## src/rtl/ppm_rx_param.sv

```systemverilog
// Parametrised 1-of-2^B PPM frame receiver: SOF/EOF framing, symbol decode,
// invalid-symbol flagging and maximum frame length enforcement.
module ppm_rx_param #(
  parameter int         B            = 2,
  parameter logic [7:0] SOF_PAT      = 8'b0111_1011,
  parameter logic [7:0] EOF_PAT      = 8'b1101_0001,
  parameter int         MAX_SYMS     = 255,
  parameter int         CNT_W        = 8,
  parameter bit         ABORT_ON_ERR = 1'b0
) (
  input  logic             clk,
  input  logic             rst,
  input  logic             din,
  output logic [B-1:0]     sym_data,
  output logic             sym_valid,
  output logic             sym_err,
  output logic             sof,
  output logic             eof,
  output logic             frame_err,
  output logic [CNT_W-1:0] sym_cnt,
  output logic             busy
);

  localparam int N     = 2 ** (B + 1);
  localparam int CW    = B + 1;
  localparam int NSLOT = 2 ** B;

  typedef enum logic {IDLE, DATA} state_t;

  state_t          state;
  logic [7:0]      hist;
  logic [N-2:0]    symsr;
  logic [CW-1:0]   chip_cnt;

  logic [7:0]      win;
  logic [N-1:0]    sym;
  logic            sym_hit;
  logic [B-1:0]    sym_idx;

  assign win  = {hist[6:0], din};
  assign sym  = {symsr, din};
  assign busy = (state == DATA);

  // A legal symbol has a single 0 chip, and it must be the second chip of a slot.
  always_comb begin
    // NOTE: every variable gets a default first so no path can leave it unassigned (no latch).
    sym_hit = 1'b0;
    sym_idx = '0;
    for (int j = 0; j < NSLOT; j++) begin
      if (sym == ~(N'(1) << (N - 2 - 2 * j))) begin
        sym_hit = 1'b1;
        sym_idx = B'(j);
      end
    end
  end

  always_ff @(posedge clk or posedge rst) begin
    if (rst) begin
      state     <= IDLE;
      hist      <= '0;
      symsr     <= '0;
      chip_cnt  <= '0;
      sym_data  <= '0;
      sym_valid <= 1'b0;
      sym_err   <= 1'b0;
      sof       <= 1'b0;
      eof       <= 1'b0;
      frame_err <= 1'b0;
      sym_cnt   <= '0;
    end else begin
      // NOTE: non-blocking assignments so every register sees pre-edge values.
      sof       <= 1'b0;
      eof       <= 1'b0;
      sym_valid <= 1'b0;
      sym_err   <= 1'b0;
      frame_err <= 1'b0;
      sym_data  <= '0;
      hist      <= win;
      case (state)
        IDLE: begin
          if (win == SOF_PAT) begin
            state    <= DATA;
            chip_cnt <= '0;
            sym_cnt  <= '0;
            symsr    <= '0;
            sof      <= 1'b1;
          end
        end
        DATA: begin
          symsr <= sym[N-2:0];
          // EOF is only recognised as the first 8 chips of a symbol period.
          if (chip_cnt == CW'(7) && win == EOF_PAT) begin
            eof      <= 1'b1;
            state    <= IDLE;
            chip_cnt <= '0;
          end else if (chip_cnt == CW'(N - 1)) begin
            chip_cnt <= '0;
            if (!sym_hit) begin
              sym_err <= 1'b1;
              if (ABORT_ON_ERR) begin
                frame_err <= 1'b1;
                state     <= IDLE;
              end
            end else if (sym_cnt == CNT_W'(MAX_SYMS)) begin
              frame_err <= 1'b1;
              state     <= IDLE;
            end else begin
              sym_valid <= 1'b1;
              sym_data  <= sym_idx;
              sym_cnt   <= sym_cnt + CNT_W'(1);
            end
          end else begin
            chip_cnt <= chip_cnt + CW'(1);
          end
        end
        default: state <= IDLE;
      endcase
    end
  end

endmodule

```

## config.mk

```make
export PLATFORM = sky130hd
export DESIGN_NAME = ppm_rx_param
export DESIGN_NICKNAME = d
export VERILOG_FILES = /design/src/rtl/ppm_rx_param.sv
export SDC_FILE = /design/constraint.sdc
export NUM_CORES = 1
export LEC_CHECK = 0
export BUFFER_PORTS_ARGS = -buffer_cell sky130_fd_sc_hd__buf_2
export CAP_MARGIN = 30
export CORE_MARGIN = 2
export CORE_UTILIZATION = 44
export DETAILED_ROUTE_END_ITERATION = 8
export PLACE_DENSITY = 0.75
export SYNTH_ARGS = -nofsm -noshare
export SYNTH_HDL_FRONTEND = slang
export SYNTH_SLANG_ARGS = --single-unit
```

## constraint.sdc

```tcl
create_clock -name clk -period 4.54 [get_ports clk]
set_clock_uncertainty 0.05 [all_clocks]
set_input_delay 0.227 -clock clk [delete_from_list [all_inputs] [get_ports clk]]
set_output_delay 0.227 -clock clk [all_outputs]
set_load 0.005 [all_outputs]
```

==> results of run 1 <==
==> state kept, by name, indices dropped and copies added, names as in the netlist <==
register   flops
sym_err        1
sof            1
sym_cnt        8
sym_valid      1
frame_err      1
symsr          7
busy           1
sym_data       2
eof            1
chip_cnt       3
hist           7
==> cell families (layout without fill, tap and decap cells) <==
logic type | count (synthesis) | after routing
flops | 33 | 33
compound gates | 19 | 19
buf+inv | 7 | 32
xor+xnor | 4 | 4
fa+ha+maj | 3 | 3
simple gates | 44 | 44
mux | 4 | 4
==> stage by stage <==
stage | setup WS [ns] | area, um2
2_1_floorplan | 2.58 | 1430
3_3_place_gp | 2.22 | 1560
3_5_place_dp | 2.09 | 1560
4_1_cts | 2.09 | 1660
5_1_grt | 1.93 | 1660
6_report | 2.09 | 1660
==> cell usage in the layout, fill, tap and decap left out, drive strengths merged, types with 2 or more instances in the layout <==
cell	n
ha	3
nor4b	3
a221o	2
nor2	9
nand3	2
nand2	7
buf	19
xor2	3
nand4	2
clkbuf	7
o31ai	2
dfrtp	33
nor3	2
a22o	10
and2	2
mux2i	2
and3	7
nand4b	2
nand2b	2
and4b	3
inv	4
mux2	2
==> power breakdown <==
part	switching (mW)	internal, mW	leakage (nW)
clock network	0.0988	0.131	0.0455
registers	0.0166	0.314	0.407
logic	0.0229	0.0260	0.347
==> routing by layer <==
metal / vias to the layer above / GRT usage [%]
li1: 469 / -
met1: 472 / 20.1
met2: 38 / 26.3
met3: 8 / 4.41
met4: 0 / 12.4
met5: - / 0
==> worst reg2reg max path, delay by kind of cell, from the launching register on <==
family | cells | cell delay (ns)
adder cells (fa/ha/maj) | 2 | 0.32
AND/OR/NAND/NOR | 3 | 0.96
AO/OA/AOI/OAI | 2 | 0.64
flip-flops | 1 | 0.39
==> worst paths after layout <==
path | from | to | slack, ns
max in group asynchronous | rst | hist[5] | 3.69
min in group asynchronous | rst | sym_cnt[0] | 0.45
setup / recovery | chip_cnt[0] | sym_cnt[5] | 2.09
hold reg to reg | hist[1] | hist[2] | 0.35
setup reg to reg | chip_cnt[0] | sym_cnt[5] | 2.09
hold / removal | din | hist[0] | 0.07
==> area by class of cell <==
| type | count | area share (%) |
|---|---|---|
| Tap cell | 44 | 3.33 |
| Sequential cell | 33 | 49.9 |
| Clock inverter | 1 | 1.81 |
| Inverter | 4 | 0.907 |
| Timing Repair Buffer | 20 | 6.50 |
| Multi-Input combinational cell | 74 | 34.2 |
| Clock buffer | 7 | 3.33 |
==> flow_summary.toml, run 1 <==
[logic_synthesis]
syn_area_um2 = 1430
synth_top_flop_cell = "dfrtp_1"
ys.warnings.count = 0
synth_top_area_share_pct = 57.7
synth-edff-count = 0
synthTopCellsByArea = "dfrtp_1 58%, a22o_1 6.1%, and3_1 3.1%, ha_1 2.6%, nor2_1 2.1%"
syn_inst = 114
synth-compound-area-share_pct = 11.9
synth_top_family_by_area = "simple AND/OR/NAND/NOR gates"
ys_ff_latch = 33
synthXorXnorAreaFrac_pct = 2.45
yosysMostFrequentCell = "dfrtp_1"
syn_area_per_cell_um2 = 12.5
synth_mux_area_share_pct = 2.97
async_flop_share_pct = 100
seq_area_frac_synth_pct = 57.7
yosysTopAreaCell = "dfrtp_1"
yosys.area_share.simple_pct = 19.7
yosysUniqueCellTypes = 37
synthAdderAreaFrac_pct = 2.62
synth_common_cells = "33 x dfrtp_1, 10 x a22o_1, 8 x nor2_1, 7 x and3_1, 7 x nand2_1"
synth_nets = 120

[flow_run]
cap_violations = 0

[clock_tree]
clk_pin_slew_worst_paths_ns = 0.11
cts_setup_buffers = 0
postCtsHoldBufs = 1
root_buffer = "clkbuf_4"
cts_tree = "done"
cts_resized = 0
clockBufferDepth = 2
cts.sinks = 33
cts_made_buffers = 5
clkLatencyLatePin_ns = 0.34
htreeDepth = 2

[floorplan]
dieArea_um2 = 3720
io_pins = 19
coreArea_um2 = 3080
die_h_um = 61.0
die_w_um = 61.0
initial_utilization_pct = 46.5
rows = 20

[layout]
diodes = 0
num-nets-final = 144
instances_no_fill = 183
utilization_pct = 53.8
seqCellArea_um2 = 826
fillers = 270
area_delta_synth_final_pct = 15.7
multi_input_area_um2 = 567
drive_gt1_share_pct = 24.5

[critical_path]
path_common_cell = "ha_1"
cp-end-kind = "flop"
crit_family = "simple AND/OR/NAND/NOR gates"
path_buf_inv = 0
critical_path_required_ns = 4.73
path_class = "flop to flop"
cp_slowest_cell = "nor4b_4"
cp_max_fo = 17
cp_cell_sequence = "ha_1, ha_1, and2_1, a21bo_1, nor4b_4, nor2_2, a221o_1"
cp.depth = 7
cp_data_arrival_time_ns = 2.64
startpoint_type = "flop"
reg2regPathDepth = 7
cpPeakStageDelay_ns = 0.70

[sta]
drv_slew = 0
setup-violations-final = 0
timing.hold.ws_ns = 0.0739
max_freq_mhz = 407
rsz0062_at_grt = "no"
worstMarginPinSlew_ns = 0.806
fin_crit_ns = 2.45
hold_viol = 0
relSlewSlack_pct = 46.1
tns_ns = 0
finalCritPeriodShare_pct = 54.1

[placement]
numPortBuffers = 18
dp_cells = 174
gp_congestion = 0.803
dp_hpwl_um = 1790

[global_route]
grt_pass1_wl_um = 4390
grt_pass1_vias = 991
gr-total-overflow = 0
grt_max_degree = 34
grt_use_total_pct = 16.8
grt_antenna_before_repair = 0

[detailed_routing]
wl_met3_um = 133
drtAntennaViolNets = 0
num_vias = 987
drt_first_pass_iters = 4
highest_layer = "met4"
wl_per_cell_um = 14.0
drc_errors = 0
wl_met2_um = 1210
drtIter0Drc = 80
met1_length_um = 1150
avgViaCountPerCell = 5.39
wl_um = 2570

[pwr]
p_per_area_nw_per_um2 = 368
p_leak_nw = 0.800
ir_worst_vdd_mv = 0.208
power_mw = 0.610

[status]
status = "complete, no violations"

[min_path]
hold_depth = 1
hp-class = "primary input to flop"
Power figures use the tool's default switching activity.
==> inputs of run 2 (changes only) <==
==> constraint.sdc (replaced) <==
create_clock -name clk -period 2.55 [get_ports clk]
set_clock_uncertainty 0.05 [all_clocks]
set_input_delay 0.1275 -clock clk [delete_from_list [all_inputs] [get_ports clk]]
set_output_delay 0.1275 -clock clk [all_outputs]
set_load 0.005 [all_outputs]
==> flow_summary.toml, run 2 (same netlist as run 1, synthesis figures left out) <==
[flow_run]
cap_violations = 0

[detailed_routing]
avgViaCountPerCell = 5.32
num_vias = 990
drc_errors = 0
drtIter0Drc = 89
drt_first_pass_iters = 4
drtAntennaViolNets = 0
wl_um = 2640
wl_per_cell_um = 14.2

[layout]
final_common_cell = "dfrtp_1"
final_area_um2 = 1680
num-nets-final = 147
utilization_pct = 54.6
final_cell_mix = "33 x dfrtp_1, 18 x buf_2, 10 x a22o_1, 8 x nor2_1"
drive_gt1_share_pct = 25.4
largest_reg_flops = 8
multi_input_area_um2 = 567
diodes = 0
seqCellArea_um2 = 826
instances_no_fill = 186
largest_register = "sym_cnt"
largestRegisters = "sym_cnt: 8 flops, hist: 7 flops, symsr: 7 flops"
area_delta_synth_final_pct = 17.5
fillers = 281

[floorplan]
initial_utilization_pct = 46.5
die_w_um = 61.0
io_pins = 19
die_h_um = 61.0
coreArea_um2 = 3080
rows = 20
dieArea_um2 = 3720

[pwr]
p_per_area_nw_per_um2 = 641
ir_worst_vdd_mv = 0.529
power.internal_mw = 0.841
p_leak_nw = 0.814
p_sw_share_pct = 22.0
seq_power_share_pct = 54.6
power.switching_mw = 0.236
power_frac_comb_pct = 8.3
clkPwrFrac_pct = 37.1

[critical_path]
r2r_start = "chip_cnt[0]"
cp_data_arrival_time_ns = 2.39
cp_max_fo = 15
startpoint_type = "flop"
critical_path_required_ns = 2.76
setup.worst_path.end = "sym_cnt[2]"
timing.rr.end = "sym_cnt[2]"
reg2regPathDepth = 8
crit_path_start = "chip_cnt[0]"
ff2ff_setup_slack_ns = 0.37
cp-end-kind = "flop"
path_class = "flop to flop"

[global_route]
met1_usage_pct = 21.6
grt_pass1_wl_um = 4360
grt_use_met3_pct = 6.51
gr-total-overflow = 0
grt_antenna_before_repair = 0
use_met2_pct = 26.4
grt_max_degree = 34
grt_pass1_vias = 932
busiest_layer = "met2"
grt_use_total_pct = 17.0

[sta]
relSlewSlack_pct = 60.4
fin_crit_ns = 2.18
max_freq_mhz = 458
tns_ns = 0
rsz0062_at_grt = "no"
drv_slew = 0
worstMarginPinSlew_ns = 0.592
hold_viol = 0
setup-violations-final = 0
finalCritPeriodShare_pct = 85.6

[placement]
dp_hpwl_um = 1780
dp_cells = 176
gp_congestion = 0.842
dpl_cell_area_um2 = 1580
numPortBuffers = 18

[clock_tree]
root_buffer = "clkbuf_4"
cts_made_buffers = 5
cts.sinks = 33
htreeDepth = 2
cts_resized = 0
clk_pin_slew_worst_paths_ns = 0.10
clkLatencyLatePin_ns = 0.32
cts_tree = "done"
clockBufferDepth = 2

[status]
status = "complete, no violations"

[min_path]
hp-class = "flop to flop"
[run 2: changes by cell type in the layout (fill, tap and decap cells not counted)]
cell / delta
buf_4: +2
dlygate4sd3_1: +1
[run 2: worst min-delay path by stage]
stage                 start      end  slack (ns)  depth (start not counted)
finish              hist[1]  hist[2]        0.35                          0
global route        hist[4]  hist[5]        0.38                          0
CTS                 hist[1]  hist[2]        0.35                          0
detailed placement      rst      sof        0.19                          3
global placement        rst      sof        0.17                          3
floorplan               din  hist[0]        0.11                          0
[run 2: power groups by stage]
| stage | Combinational, mW | Clock, mW | Sequential (mW) |
|---|---|---|---|
| detailed placement | 0.0875 | 0 | 0.597 |
| global route | 0.102 | 0.443 | 0.593 |
| global placement | 0.0846 | 0 | 0.596 |
| CTS | 0.0910 | 0.414 | 0.588 |
| floorplan | 0.0632 | 0 | 0.593 |
| finish | 0.0890 | 0.400 | 0.588 |
[run 2: what timing repair did]
item,in CTS,in global routing
setup buffers,0,0
hold endpoints to repair,34,0
endpoints found under the setup margin,0,0
hold buffers,2,0
[run 2: per-stage QoR]
step | setup slack, ns | hold WS [ns] | total power, mW
after CTS | 0.364 | 0.350 | 1.09
after global routing | 0.178 | 0.384 | 1.14
after detailed placement | 0.383 | 0.193 | 0.685
final | 0.367 | 0.348 | 1.08
after global placement | 0.449 | 0.172 | 0.681
after floorplan | 0.588 | 0.109 | 0.656
[run 2: area by class of cell]
type | count | area share (%)
clock inverter | 1 | 1.79
sequential | 33 | 49.1
tap | 44 | 3.28
inverter | 4 | 0.894
clock buffer | 7 | 3.28
timing repair buffer | 23 | 7.89
multi-input combinational | 74 | 33.7
[run 2: worst max-delay path, cell delays in order (launching register included)]
cell and delay, ns:
dfrtp_1 0.37, ha_1 0.15, ha_1 0.14, and2_1 0.13, a21bo_1 0.27, nor4b_4 0.28, buf_4 0.25, mux2_1 0.35
mux2i_1 0.14
[run 2: metal layers]
layer | part of all wire (%) | wire length [um]
met1 | 44 | 1180
met2 | 50 | 1330
met3 | 4.5 | 119
met4 | 0.64 | 17
met5 | 0 | 0
==> inputs of run 3 (changes only) <==
==> config.mk (replaced) <==
export PLATFORM = sky130hd
export DESIGN_NAME = ppm_rx_param
export DESIGN_NICKNAME = d
export VERILOG_FILES = /design/src/rtl/ppm_rx_param.sv
export SDC_FILE = /design/constraint.sdc
export NUM_CORES = 1
export LEC_CHECK = 0
export CAP_MARGIN = 30
export CORE_MARGIN = 2
export CORE_UTILIZATION = 44
export DETAILED_ROUTE_END_ITERATION = 8
export DONT_BUFFER_PORTS = 1
export PLACE_DENSITY = 0.7
export SYNTH_ARGS = -nofsm -noshare
export SYNTH_HDL_FRONTEND = slang
export SYNTH_SLANG_ARGS = --single-unit
==> flow_summary.toml, run 3 (same netlist as run 1, synthesis figures left out) <==
[placement]
dp_slack_ns = 0.471
dpl_cell_area_um2 = 1490
dp_hpwl_um = 1760
gp_congestion = 0.819
dp_cells = 158
numPortBuffers = 0

[detailed_routing]
drtAntennaViolNets = 0
wl_um = 2610
drc_errors = 0
avgViaCountPerCell = 5.60
drt_first_pass_iters = 4
num_vias = 941
wl_per_cell_um = 15.5
drtIter0Drc = 115

[layout]
num-nets-final = 129
seqCellArea_um2 = 826
diodes = 0
drive_gt1_share_pct = 14.5
largest_reg_flops = 8
final_cell_mix = "33 x dfrtp_1, 10 x a22o_1, 8 x nor2_1, 7 x and3_1, 7 x nand2_1"
fillers = 266
largest_register = "sym_cnt"
area_delta_synth_final_pct = 11.2
multi_input_area_um2 = 567
instances_no_fill = 168
final_area_um2 = 1590
largestRegisters = "sym_cnt: 8 flops, hist: 7 flops, symsr: 7 flops"
final_common_cell = "dfrtp_1"

[pwr]
power_mw = 1.07
ir_worst_vdd_mv = 0.341
p_per_area_nw_per_um2 = 673
p_leak_nw = 0.726

[critical_path]
crit_path_start = "chip_cnt[0]"
cp_data_arrival_time_ns = 2.35
critical_path_required_ns = 2.78
timing.rr.end = "sym_cnt[3]"
reg2regPathDepth = 8
path_class = "flop to flop"
ff2ff_setup_slack_ns = 0.43
cp-end-kind = "flop"
r2r_start = "chip_cnt[0]"
setup.worst_path.end = "sym_cnt[3]"
cp_max_fo = 14
startpoint_type = "flop"

[global_route]
grt_antenna_before_repair = 0
grt_use_total_pct = 17.0
grt_max_degree = 18
grt_pass1_vias = 908
gr-total-overflow = 0
grt_pass1_wl_um = 4400

[sta]
finalCritPeriodShare_pct = 83.1
fin_ws_ns = 0.430
relSlewSlack_pct = 57.6
max_freq_mhz = 472
tns_ns = 0
rsz0062_at_grt = "no"
fin_crit_ns = 2.12
hold_viol = 0
worstMarginPinSlew_ns = 0.636
drv_slew = 0
setup-violations-final = 0

[clock_tree]
cts.sinks = 33
clkLatencyLatePin_ns = 0.33
clockBufferDepth = 2
cts_made_buffers = 5
clk_pin_slew_worst_paths_ns = 0.10
htreeDepth = 2
cts_tree = "done"
root_buffer = "clkbuf_4"

[flow_run]
cap_violations = 0

[floorplan]
io_pins = 19
coreArea_um2 = 3080
rows = 20
die_w_um = 61.0
die_h_um = 61.0
dieArea_um2 = 3720
initial_utilization_pct = 46.5

[status]
status = "complete, no violations"

[min_path]
hp-class = "primary input to flop"
-- run 3: cell type report --
cell class                 instances  share of cell area [%]
sequential                        33                    51.9
multi-input combinational         74                    35.6
clock buffer                       7                    3.46
tap                               44                    3.46
timing repair buffer               5                    2.68
clock inverter                     1                    1.89
inverter                           4                   0.944
-- run 3: worst min path at each step --
stage	start	to	slack [ns]	cells past startpoint
3_3_place_gp	rst	sym_cnt[4]	0.06	1
6_report	din	eof	0.1	2
4_1_cts	din	eof	0.09	2
5_1_grt	din	eof	0.07	2
2_1_floorplan	din	hist[0]	0.11	0
3_5_place_dp	rst	sof	0.08	1
-- run 3: layer usage --
layer  vias to the layer above  part of all wire [%]  wire [um]  track usage (%)
met2                        37                    49       1280             27.0
met4                         0                     0          0             5.59
met1                       467                    44       1140             20.8
met5                         -                     0          0                0
met3                         0                   7.5        195             7.56
li1                        437                     -          -                -
-- run 3: what timing repair did --
item / in CTS / in global routing
setup buffers: 0 / 0
hold buffers: 2 / 0
hold endpoints to repair: 21 / 0
resized for setup: 0 / 0
-- run 3: stage by stage --
stage / hold WS, ns / util (%)
detailed placement: 0.0755 / 48.3
global placement: 0.0629 / 48.3
CTS: 0.0861 / 51.7
global route: 0.0691 / 51.7
finish: 0.0977 / 51.7
floorplan: 0.109 / -
-- run 3: worst max-delay path, stage by stage, from the launching register on --
cell and delay [ns]:
dfrtp_1 0.38, ha_1 0.16, ha_1 0.15, and2_1 0.13
a21bo_1 0.26, nor4b_4 0.34, buf_4 0.25, nor3b_1 0.22
a211o_1 0.13
-- run 3: report_power, final --
part | total (mW) | switching [mW] | leakage (nW) | internal [mW]
clock | 0.403 | 0.169 | 0.0455 | 0.234
sequential | 0.591 | 0.0317 | 0.407 | 0.559
combinational | 0.0765 | 0.0365 | 0.273 | 0.0400
